==> src/rtl/ten_gig_arb_pkg.sv <==
// Shared types and constants for the 10G TX packet arbiter and its round-robin picker.
package ten_gig_arb_pkg;

    localparam int unsigned AXIS_DW = 64;
    localparam int unsigned AXIS_KW = AXIS_DW / 8;

    typedef logic [2:0] state_t;

    localparam state_t ST_IDLE  = 3'd0;
    localparam state_t ST_ARB   = 3'd1;
    localparam state_t ST_XFER  = 3'd2;
    localparam state_t ST_ABORT = 3'd3;
    localparam state_t ST_DRAIN = 3'd4;

    // Beat presented to the channel when a packet is cut short by link loss
    localparam logic [AXIS_KW-1:0] ABORT_TKEEP = 8'h01;
    localparam logic [AXIS_DW-1:0] ABORT_TDATA = '0;

    function automatic int unsigned calc_max_beats(input int unsigned max_length);
        return (max_length + 7) / 8;
    endfunction

    function automatic int unsigned calc_cnt_w(input int unsigned max_beats);
        return $clog2(max_beats + 1);
    endfunction

endpackage

==> src/rtl/ten_gig_tx_arbiter_if.sv <==
// AXI-Stream bundle between P_REQ_NUM sources, the arbiter and the channel TX port.
interface ten_gig_tx_arbiter_if #(
    parameter int unsigned P_REQ_NUM = 4
);
    logic [P_REQ_NUM-1:0]                            s_axis_tvalid;
    logic [P_REQ_NUM-1:0]                            s_axis_tready;
    logic [ten_gig_arb_pkg::AXIS_DW*P_REQ_NUM-1:0]   s_axis_tdata;
    logic [ten_gig_arb_pkg::AXIS_KW*P_REQ_NUM-1:0]   s_axis_tkeep;
    logic [P_REQ_NUM-1:0]                            s_axis_tlast;
    logic [P_REQ_NUM-1:0]                            s_axis_tuser;

    logic                                            m_axis_tready;
    logic                                            m_axis_tvalid;
    logic [ten_gig_arb_pkg::AXIS_DW-1:0]             m_axis_tdata;
    logic [ten_gig_arb_pkg::AXIS_KW-1:0]             m_axis_tkeep;
    logic                                            m_axis_tlast;
    logic                                            m_axis_tuser;

    // Arbiter side
    modport slave (
        input  s_axis_tvalid, s_axis_tdata, s_axis_tkeep, s_axis_tlast, s_axis_tuser, m_axis_tready,
        output s_axis_tready, m_axis_tvalid, m_axis_tdata, m_axis_tkeep, m_axis_tlast, m_axis_tuser
    );

    // Sources and channel side
    modport master (
        output s_axis_tvalid, s_axis_tdata, s_axis_tkeep, s_axis_tlast, s_axis_tuser, m_axis_tready,
        input  s_axis_tready, m_axis_tvalid, m_axis_tdata, m_axis_tkeep, m_axis_tlast, m_axis_tuser
    );

endinterface

==> src/rtl/rr_arbiter.sv <==
// Combinational round-robin picker: first requester at or after i_ptr in cyclic order.
module rr_arbiter #(
    parameter int unsigned N  = 4,
    parameter int unsigned IW = $clog2(N)
) (
    input  logic [N-1:0]  i_req,
    input  logic [IW-1:0] i_ptr,
    output logic [N-1:0]  o_gnt,
    output logic [IW-1:0] o_idx,
    output logic          o_any
);

    logic [IW-1:0] w_cand;

    always_comb begin
        o_gnt  = '0;
        o_idx  = '0;
        o_any  = 1'b0;
        w_cand = '0;
        for (int unsigned i = 0; i < N; i++) begin
            w_cand = IW'((32'(i_ptr) + i) % N);
            if (!o_any && i_req[w_cand]) begin
                o_any         = 1'b1;
                o_idx         = w_cand;
                o_gnt[w_cand] = 1'b1;
            end
        end
    end

endmodule

==> src/rtl/ten_gig_tx_arbiter.sv <==
// Packet-locked round-robin arbiter sharing one 10G TX AXI-Stream port between local sources;
// cuts packets cleanly on oversize or link loss and drains the remainder of the source packet.
module ten_gig_tx_arbiter
    import ten_gig_arb_pkg::*;
#(
    parameter int unsigned  P_REQ_NUM    = 4,
    parameter logic [14:0]  P_MAX_LENGTH = 15'd9600
) (
    input  logic                 i_clk,
    input  logic                 i_rst_n,
    input  logic                 i_link_up,
    ten_gig_tx_arbiter_if.slave  axis,
    output logic [P_REQ_NUM-1:0] o_grant,
    output logic                 o_busy,
    output logic [15:0]          o_abort_cnt
);

    localparam int unsigned IW          = $clog2(P_REQ_NUM);
    localparam int unsigned P_MAX_BEATS = calc_max_beats(32'(P_MAX_LENGTH));
    localparam int unsigned CW          = calc_cnt_w(P_MAX_BEATS);
    localparam logic [CW-1:0] LAST_BEAT_CNT = CW'(P_MAX_BEATS - 1);

    state_t               r_state;
    state_t               w_next;
    logic [P_REQ_NUM-1:0] r_grant;
    logic [IW-1:0]        r_gidx;
    logic [IW-1:0]        r_ptr;
    logic [CW-1:0]        r_beat_cnt;
    logic [15:0]          r_abort_cnt;

    logic [P_REQ_NUM-1:0] w_arb_gnt;
    logic [IW-1:0]        w_arb_idx;
    logic                 w_arb_any;

    logic                 w_src_valid;
    logic                 w_src_last;
    logic                 w_src_user;
    logic [AXIS_DW-1:0]   w_src_data;
    logic [AXIS_KW-1:0]   w_src_keep;

    logic                 w_force_end;
    logic                 w_m_hs;
    logic                 w_oversize;
    logic                 w_abort_hs;

    rr_arbiter #(
        .N  (P_REQ_NUM),
        .IW (IW)
    ) u_rr (
        .i_req (axis.s_axis_tvalid),
        .i_ptr (r_ptr),
        .o_gnt (w_arb_gnt),
        .o_idx (w_arb_idx),
        .o_any (w_arb_any)
    );

    // Select the granted source's stream
    always_comb begin
        w_src_valid = 1'b0;
        w_src_last  = 1'b0;
        w_src_user  = 1'b0;
        w_src_data  = '0;
        w_src_keep  = '0;
        for (int unsigned k = 0; k < P_REQ_NUM; k++) begin
            if (r_gidx == IW'(k)) begin
                w_src_valid = axis.s_axis_tvalid[k];
                w_src_last  = axis.s_axis_tlast[k];
                w_src_user  = axis.s_axis_tuser[k];
                w_src_data  = axis.s_axis_tdata[k*AXIS_DW +: AXIS_DW];
                w_src_keep  = axis.s_axis_tkeep[k*AXIS_KW +: AXIS_KW];
            end
        end
    end

    // Link loss takes priority over the handshake, so no beat moves in that cycle
    assign w_force_end = (r_beat_cnt == LAST_BEAT_CNT) && !w_src_last;
    assign w_m_hs      = (r_state == ST_XFER) && i_link_up && w_src_valid && axis.m_axis_tready;
    assign w_oversize  = w_m_hs && w_force_end;
    assign w_abort_hs  = (r_state == ST_ABORT) && axis.m_axis_tready;

    always_ff @(posedge i_clk or negedge i_rst_n) begin
        if (!i_rst_n) r_state <= ST_IDLE;
        else          r_state <= w_next;
    end

    always_comb begin
        w_next = r_state;
        case (r_state)
            ST_IDLE:  if (i_link_up && |axis.s_axis_tvalid) w_next = ST_ARB;
            ST_ARB:   w_next = (i_link_up && w_arb_any) ? ST_XFER : ST_IDLE;
            ST_XFER: begin
                if (!i_link_up)            w_next = (r_beat_cnt != '0) ? ST_ABORT : ST_DRAIN;
                else if (w_m_hs && w_src_last) w_next = ST_IDLE;
                else if (w_oversize)       w_next = ST_DRAIN;
            end
            ST_ABORT: if (axis.m_axis_tready) w_next = ST_DRAIN;
            ST_DRAIN: if (w_src_valid && w_src_last) w_next = ST_IDLE;
            default:  w_next = ST_IDLE;
        endcase
    end

    always_comb begin
        axis.s_axis_tready = '0;
        axis.m_axis_tvalid = 1'b0;
        axis.m_axis_tdata  = '0;
        axis.m_axis_tkeep  = '0;
        axis.m_axis_tlast  = 1'b0;
        axis.m_axis_tuser  = 1'b0;
        case (r_state)
            ST_XFER: begin
                if (i_link_up) begin
                    axis.s_axis_tready = r_grant & {P_REQ_NUM{axis.m_axis_tready}};
                    axis.m_axis_tvalid = w_src_valid;
                    axis.m_axis_tdata  = w_src_data;
                    axis.m_axis_tkeep  = w_src_keep;
                    axis.m_axis_tlast  = w_src_last | w_force_end;
                    axis.m_axis_tuser  = w_src_user | w_force_end;
                end
            end
            ST_ABORT: begin
                axis.m_axis_tvalid = 1'b1;
                axis.m_axis_tdata  = ABORT_TDATA;
                axis.m_axis_tkeep  = ABORT_TKEEP;
                axis.m_axis_tlast  = 1'b1;
                axis.m_axis_tuser  = 1'b1;
            end
            ST_DRAIN: axis.s_axis_tready = r_grant;
            default: ;
        endcase
    end

    // Grant, round-robin pointer, beat counter and abort statistics
    always_ff @(posedge i_clk or negedge i_rst_n) begin
        if (!i_rst_n) begin
            r_grant     <= '0;
            r_gidx      <= '0;
            r_ptr       <= '0;
            r_beat_cnt  <= '0;
            r_abort_cnt <= '0;
        end else begin
            if (r_state == ST_ARB && w_next == ST_XFER) begin
                r_grant    <= w_arb_gnt;
                r_gidx     <= w_arb_idx;
                r_ptr      <= (w_arb_idx == IW'(P_REQ_NUM - 1)) ? '0 : w_arb_idx + IW'(1);
                r_beat_cnt <= '0;
            end else if (w_next == ST_IDLE) begin
                r_grant <= '0;
            end
            if (w_m_hs) r_beat_cnt <= r_beat_cnt + CW'(1);
            if ((w_oversize || w_abort_hs) && r_abort_cnt != 16'hFFFF)
                r_abort_cnt <= r_abort_cnt + 16'd1;
        end
    end

    assign o_grant     = r_grant;
    assign o_busy      = (r_state != ST_IDLE);
    assign o_abort_cnt = r_abort_cnt;

endmodule

==> src/flat_wrapper.sv <==
// flat-port wrapper written by rule: the top's interface ports become plain ports
module ten_gig_tx_arbiter_flat import ten_gig_arb_pkg::*;
#(
    parameter int unsigned  P_REQ_NUM    = 4,
    parameter logic [14:0]  P_MAX_LENGTH = 15'd9600
)
  (i_clk, i_rst_n, i_link_up, o_grant, o_busy, o_abort_cnt, axis_s_axis_tvalid, axis_s_axis_tdata, axis_s_axis_tkeep, axis_s_axis_tlast, axis_s_axis_tuser, axis_m_axis_tready, axis_s_axis_tready, axis_m_axis_tvalid, axis_m_axis_tdata, axis_m_axis_tkeep, axis_m_axis_tlast, axis_m_axis_tuser);
  ten_gig_tx_arbiter_if #(.P_REQ_NUM(P_REQ_NUM)) axis_i ();
  input  logic i_clk;
  input  logic i_rst_n;
  input  logic i_link_up;
  output logic [P_REQ_NUM-1:0] o_grant;
  output logic o_busy;
  output logic [15:0] o_abort_cnt;
  input wire logic [$bits(axis_i.s_axis_tvalid)-1:0] axis_s_axis_tvalid;
  input wire logic [$bits(axis_i.s_axis_tdata)-1:0] axis_s_axis_tdata;
  input wire logic [$bits(axis_i.s_axis_tkeep)-1:0] axis_s_axis_tkeep;
  input wire logic [$bits(axis_i.s_axis_tlast)-1:0] axis_s_axis_tlast;
  input wire logic [$bits(axis_i.s_axis_tuser)-1:0] axis_s_axis_tuser;
  input wire logic [$bits(axis_i.m_axis_tready)-1:0] axis_m_axis_tready;
  output wire logic [$bits(axis_i.s_axis_tready)-1:0] axis_s_axis_tready;
  output wire logic [$bits(axis_i.m_axis_tvalid)-1:0] axis_m_axis_tvalid;
  output wire logic [$bits(axis_i.m_axis_tdata)-1:0] axis_m_axis_tdata;
  output wire logic [$bits(axis_i.m_axis_tkeep)-1:0] axis_m_axis_tkeep;
  output wire logic [$bits(axis_i.m_axis_tlast)-1:0] axis_m_axis_tlast;
  output wire logic [$bits(axis_i.m_axis_tuser)-1:0] axis_m_axis_tuser;
  assign axis_i.s_axis_tvalid = axis_s_axis_tvalid;
  assign axis_i.s_axis_tdata = axis_s_axis_tdata;
  assign axis_i.s_axis_tkeep = axis_s_axis_tkeep;
  assign axis_i.s_axis_tlast = axis_s_axis_tlast;
  assign axis_i.s_axis_tuser = axis_s_axis_tuser;
  assign axis_i.m_axis_tready = axis_m_axis_tready;
  assign axis_s_axis_tready = axis_i.s_axis_tready;
  assign axis_m_axis_tvalid = axis_i.m_axis_tvalid;
  assign axis_m_axis_tdata = axis_i.m_axis_tdata;
  assign axis_m_axis_tkeep = axis_i.m_axis_tkeep;
  assign axis_m_axis_tlast = axis_i.m_axis_tlast;
  assign axis_m_axis_tuser = axis_i.m_axis_tuser;
  ten_gig_tx_arbiter #(.P_REQ_NUM(P_REQ_NUM), .P_MAX_LENGTH(P_MAX_LENGTH)) u_core (.i_clk(i_clk), .i_rst_n(i_rst_n), .i_link_up(i_link_up), .axis(axis_i), .o_grant(o_grant), .o_busy(o_busy), .o_abort_cnt(o_abort_cnt));
endmodule
==> config.mk <==
export PLATFORM = sky130hd
export DESIGN_NAME = ten_gig_tx_arbiter_flat
export DESIGN_NICKNAME = d
export VERILOG_FILES = /design/src/rtl/ten_gig_arb_pkg.sv /design/src/rtl/ten_gig_tx_arbiter_if.sv /design/src/rtl/rr_arbiter.sv /design/src/rtl/ten_gig_tx_arbiter.sv /design/src/flat_wrapper.sv
export SDC_FILE = /design/constraint.sdc
export NUM_CORES = 1
export LEC_CHECK = 0
export ABC_AREA = 1
export CAP_MARGIN = 20
export CORE_AREA = 2 2 158 160
export DETAILED_ROUTE_END_ITERATION = 16
export DIE_AREA = 0 0 160 162
export PLACE_DENSITY = 0.6
export REMOVE_ABC_BUFFERS = 1
export SYNTH_ARGS = -nofsm -noshare
export SYNTH_HDL_FRONTEND = slang
export SYNTH_SLANG_ARGS = --single-unit
==> constraint.sdc <==
create_clock -name i_clk -period 2 [get_ports i_clk]
set_input_delay 0.2 -clock i_clk [delete_from_list [all_inputs] [get_ports i_clk]]
set_output_delay 0.2 -clock i_clk [all_outputs]
set_load 0.01 [all_outputs]
==> metrics.cfg <==
[status]
run_status=finished with violations
violations=negative setup slack

[clock_tree]
cts_root_buf=clkbuf_16
cts_buffer_depth=2
cts_hold_buf=0
cts_max_level=2
clock_latency_ns=0.28
cts_tree=done
cts_sinks=38
cts_made_buffers=5
clk_pin_slew_ns=0.06

[yosys]
synth_top_cell_area_share_pct=20.8
yosys-top-cells-count=nand2_1, o21ai_0, nor2_1
synth_area_leaders=dfrtp_1, nand2_1, o21ai_0, nor2_1, o221ai_1
synth_edf_count=0
avgSynthCellArea_um2=6.01
netlist_area_um2=4580
synth_cells=762
yosysMostFrequentCell=nand2_1
synth_cell_types=42
yosysTopAreaCell=dfrtp_1
synth_warnings=0
ys_seq_area_share_pct=20.8
synth-async-reset-ratio_pct=100
ys.flop_type=dfrtp_1
ys_ff_latch=38

[place]
pre_cts_slack_ns=-0.445
placed_cells=1543
routabilityCongestion=0.986
io_buffers=403
hpwl_mm=21.6

[routing]
first_iter_violations=332
wirelength_mm=28.5
drtAntennaViolNets=0
vias_per_cell=4.65
drt_first_pass_iters=5
drc=0
via_count=7411
wl_per_cell_um=17.9

[critical_path]
cp-end-kind=output port
startpoint_type=flip-flop
crit_fanout=5
required_ns=1.80
cp_common_cell=nor2_4
slowest_stage=dfrtp_1
max_stage_delay_ns=0.36
crit_type=flip-flop to output port
cp_num_buf_inv=5
cp.arrival_ns=1.91
critical_path.top_delay_family=buffers and inverters
path_cells=inv_2 -> nor2_4 -> nand2_2 -> nor2_4 -> buf_6 -> buf_12 -> buf_8 -> o21ai_1 -> a31oi_2 -> buf_2

[floorplanning]
start_util_pct=19.0
die_area_um2=25900
ios=404
num_rows=57
die_w_um=160
core_area_um2=24100
dieHeight_um=162

[global_routing]
grt_pass1_vias=7534
grt_pass1_wl_mm=41.5
grt_usage_pct=20.1
antenna_found_initial=3
grt_max_degree=39
grt.overflow.total=0

[final_layout]
finalNetCount=1584
fillers=2441
stdcell_count=1595
synthToLayoutAreaGrowth_pct=141
layout-drive-gt1-share_pct=29.6

[sta]
slew_viol_final=0
fin_tns_setup_ns=-1.42
rsz0062_at_grt=true
hold_violations=0
period_share_pct=106
worstMarginPinSlew_ns=0.515
max_freq_mhz=473
skew_ns=0.00564
slew-limit-headroom_pct=65.3
fin_ws_ns=-0.114
fin_crit_ns=2.11
setup_violations=46

[pwr]
power_density_nw_per_um2=934
p_leak_uw=0.00462
max-vdd-ir-drop_mv=0.424

[hold_path]
hold_path.class=input port to asynchronous set/reset pin

[job]
maxCapViolCount=0

## per-stage QoR
step | area (µm²) | power [µW] | util [%] | hold slack [ns]
3_3_place_gp | 9800 | 7640 | 40.7 | 0.486
4_1_cts | 10400 | 9480 | 43.0 | 0.394
2_1_floorplan | 4360 | 3910 | - | -0.0956
3_5_place_dp | 9800 | 7640 | 40.7 | 0.498
5_1_grt | 11000 | 11100 | 45.7 | 0.421
6_report | 11000 | 10300 | 45.7 | 0.355
## worst reg2reg max path, delay by kind of cell, from the launching register on
kind                   cells  cell delay [ns]
buffers and inverters      2             0.35
AND/OR/NAND/NOR            8             0.81
AO/OA/AOI/OAI              1             0.22
XOR/XNOR                   1             0.14
flip-flops                 1             0.45
## per-layer routing
layer	global-route usage, %	wire (µm)	up-vias
met5	0	27	-
met4	5.69	813	4
met3	5.67	2370	54
met2	36.9	14000	315
met1	22.8	11300	3409
li1	-	-	3629
## where the power goes
part,switching (µW),internal [µW]
registers,133,914
logic,4250,4200
clock network,305,493
total,4690,5600
## state kept, by name, summed over array words and instances, names as in the netlist, named ones only
signal,flops
u_core.o_abort_cnt,16
u_core.o_grant,4
u_core.r_beat_cnt,11
u_core.r_gidx,2
u_core.r_ptr,1
u_core.r_state,3
## final timing paths
check                                  start  slack, ns               endpoint  depth (start not counted)
hold reg to reg            u_core.o_grant[1]       0.50      u_core.o_grant[1]                          2
hold / removal                       i_rst_n       0.36  u_core.o_abort_cnt[6]                          2
max in group asynchronous            i_rst_n       1.28       u_core.r_gidx[1]                          2
min in group i_clk         u_core.o_grant[1]       0.50      u_core.o_grant[1]                          2
setup / recovery           u_core.r_state[1]      -0.11  axis_m_axis_tdata[18]                         10
setup reg to reg            u_core.r_gidx[0]      -0.03  u_core.o_abort_cnt[7]                         12
## layout make-up
cell class / count / area, µm² / area share (%)
well taps: 324 / 405 / 3.68
inverters: 58 / 243 / 2.20
clock inverters: 2 / 12.5 / 0.114
diodes: 1 / 2.50 / 0.0227
clock buffers: 6 / 139 / 1.26
repair buffers: 548 / 5370 / 48.7
multi-input cells: 618 / 3890 / 35.3
flip-flops and latches: 38 / 953 / 8.65
## repair_timing
| item | 4_1_cts | 5_1_grt |
|---|---|---|
| cloned | 5 | 6 |
| setup buffers | 25 | 17 |
| pin swaps | 23 | 41 |
| setup endpoints to repair | 105 | 103 |
| endpoints found under the hold margin | 0 | 0 |
| resized for setup | 435 | 130 |
## cells in the final DEF (no fill, tap or decap), drive strengths merged, types with 2 or more instances in the layout
cell	count
buf	213
clkinvlp	2
clkdlybuf4s50	324
xor2	12
o22ai	10
o21a	2
nor3	6
nor4	3
o32ai	3
nand4	10
nor2	105
o221ai	28
dlygate4sd2	4
nand3	25
inv	56
o21ai	111
clkbuf	12
ha	11
o21bai	2
nand2	201
xnor2	7
dfrtp	38
a31oi	38
a21oi	39
mux2	3
## kinds of logic after synthesis
kind of cell | after synthesis | share of synthesized area, %
and+or+nand+nor | 350 | 32.2
adders and majority gates | 11 | 3.01
DFF | 38 | 20.8
AOI/OAI and AO/OA | 234 | 30.1
muxes | 3 | 0.738
buffers and inverters | 107 | 9.59
xor gates and xnor gates | 19 | 3.63
Power figures use the tool's default switching activity.
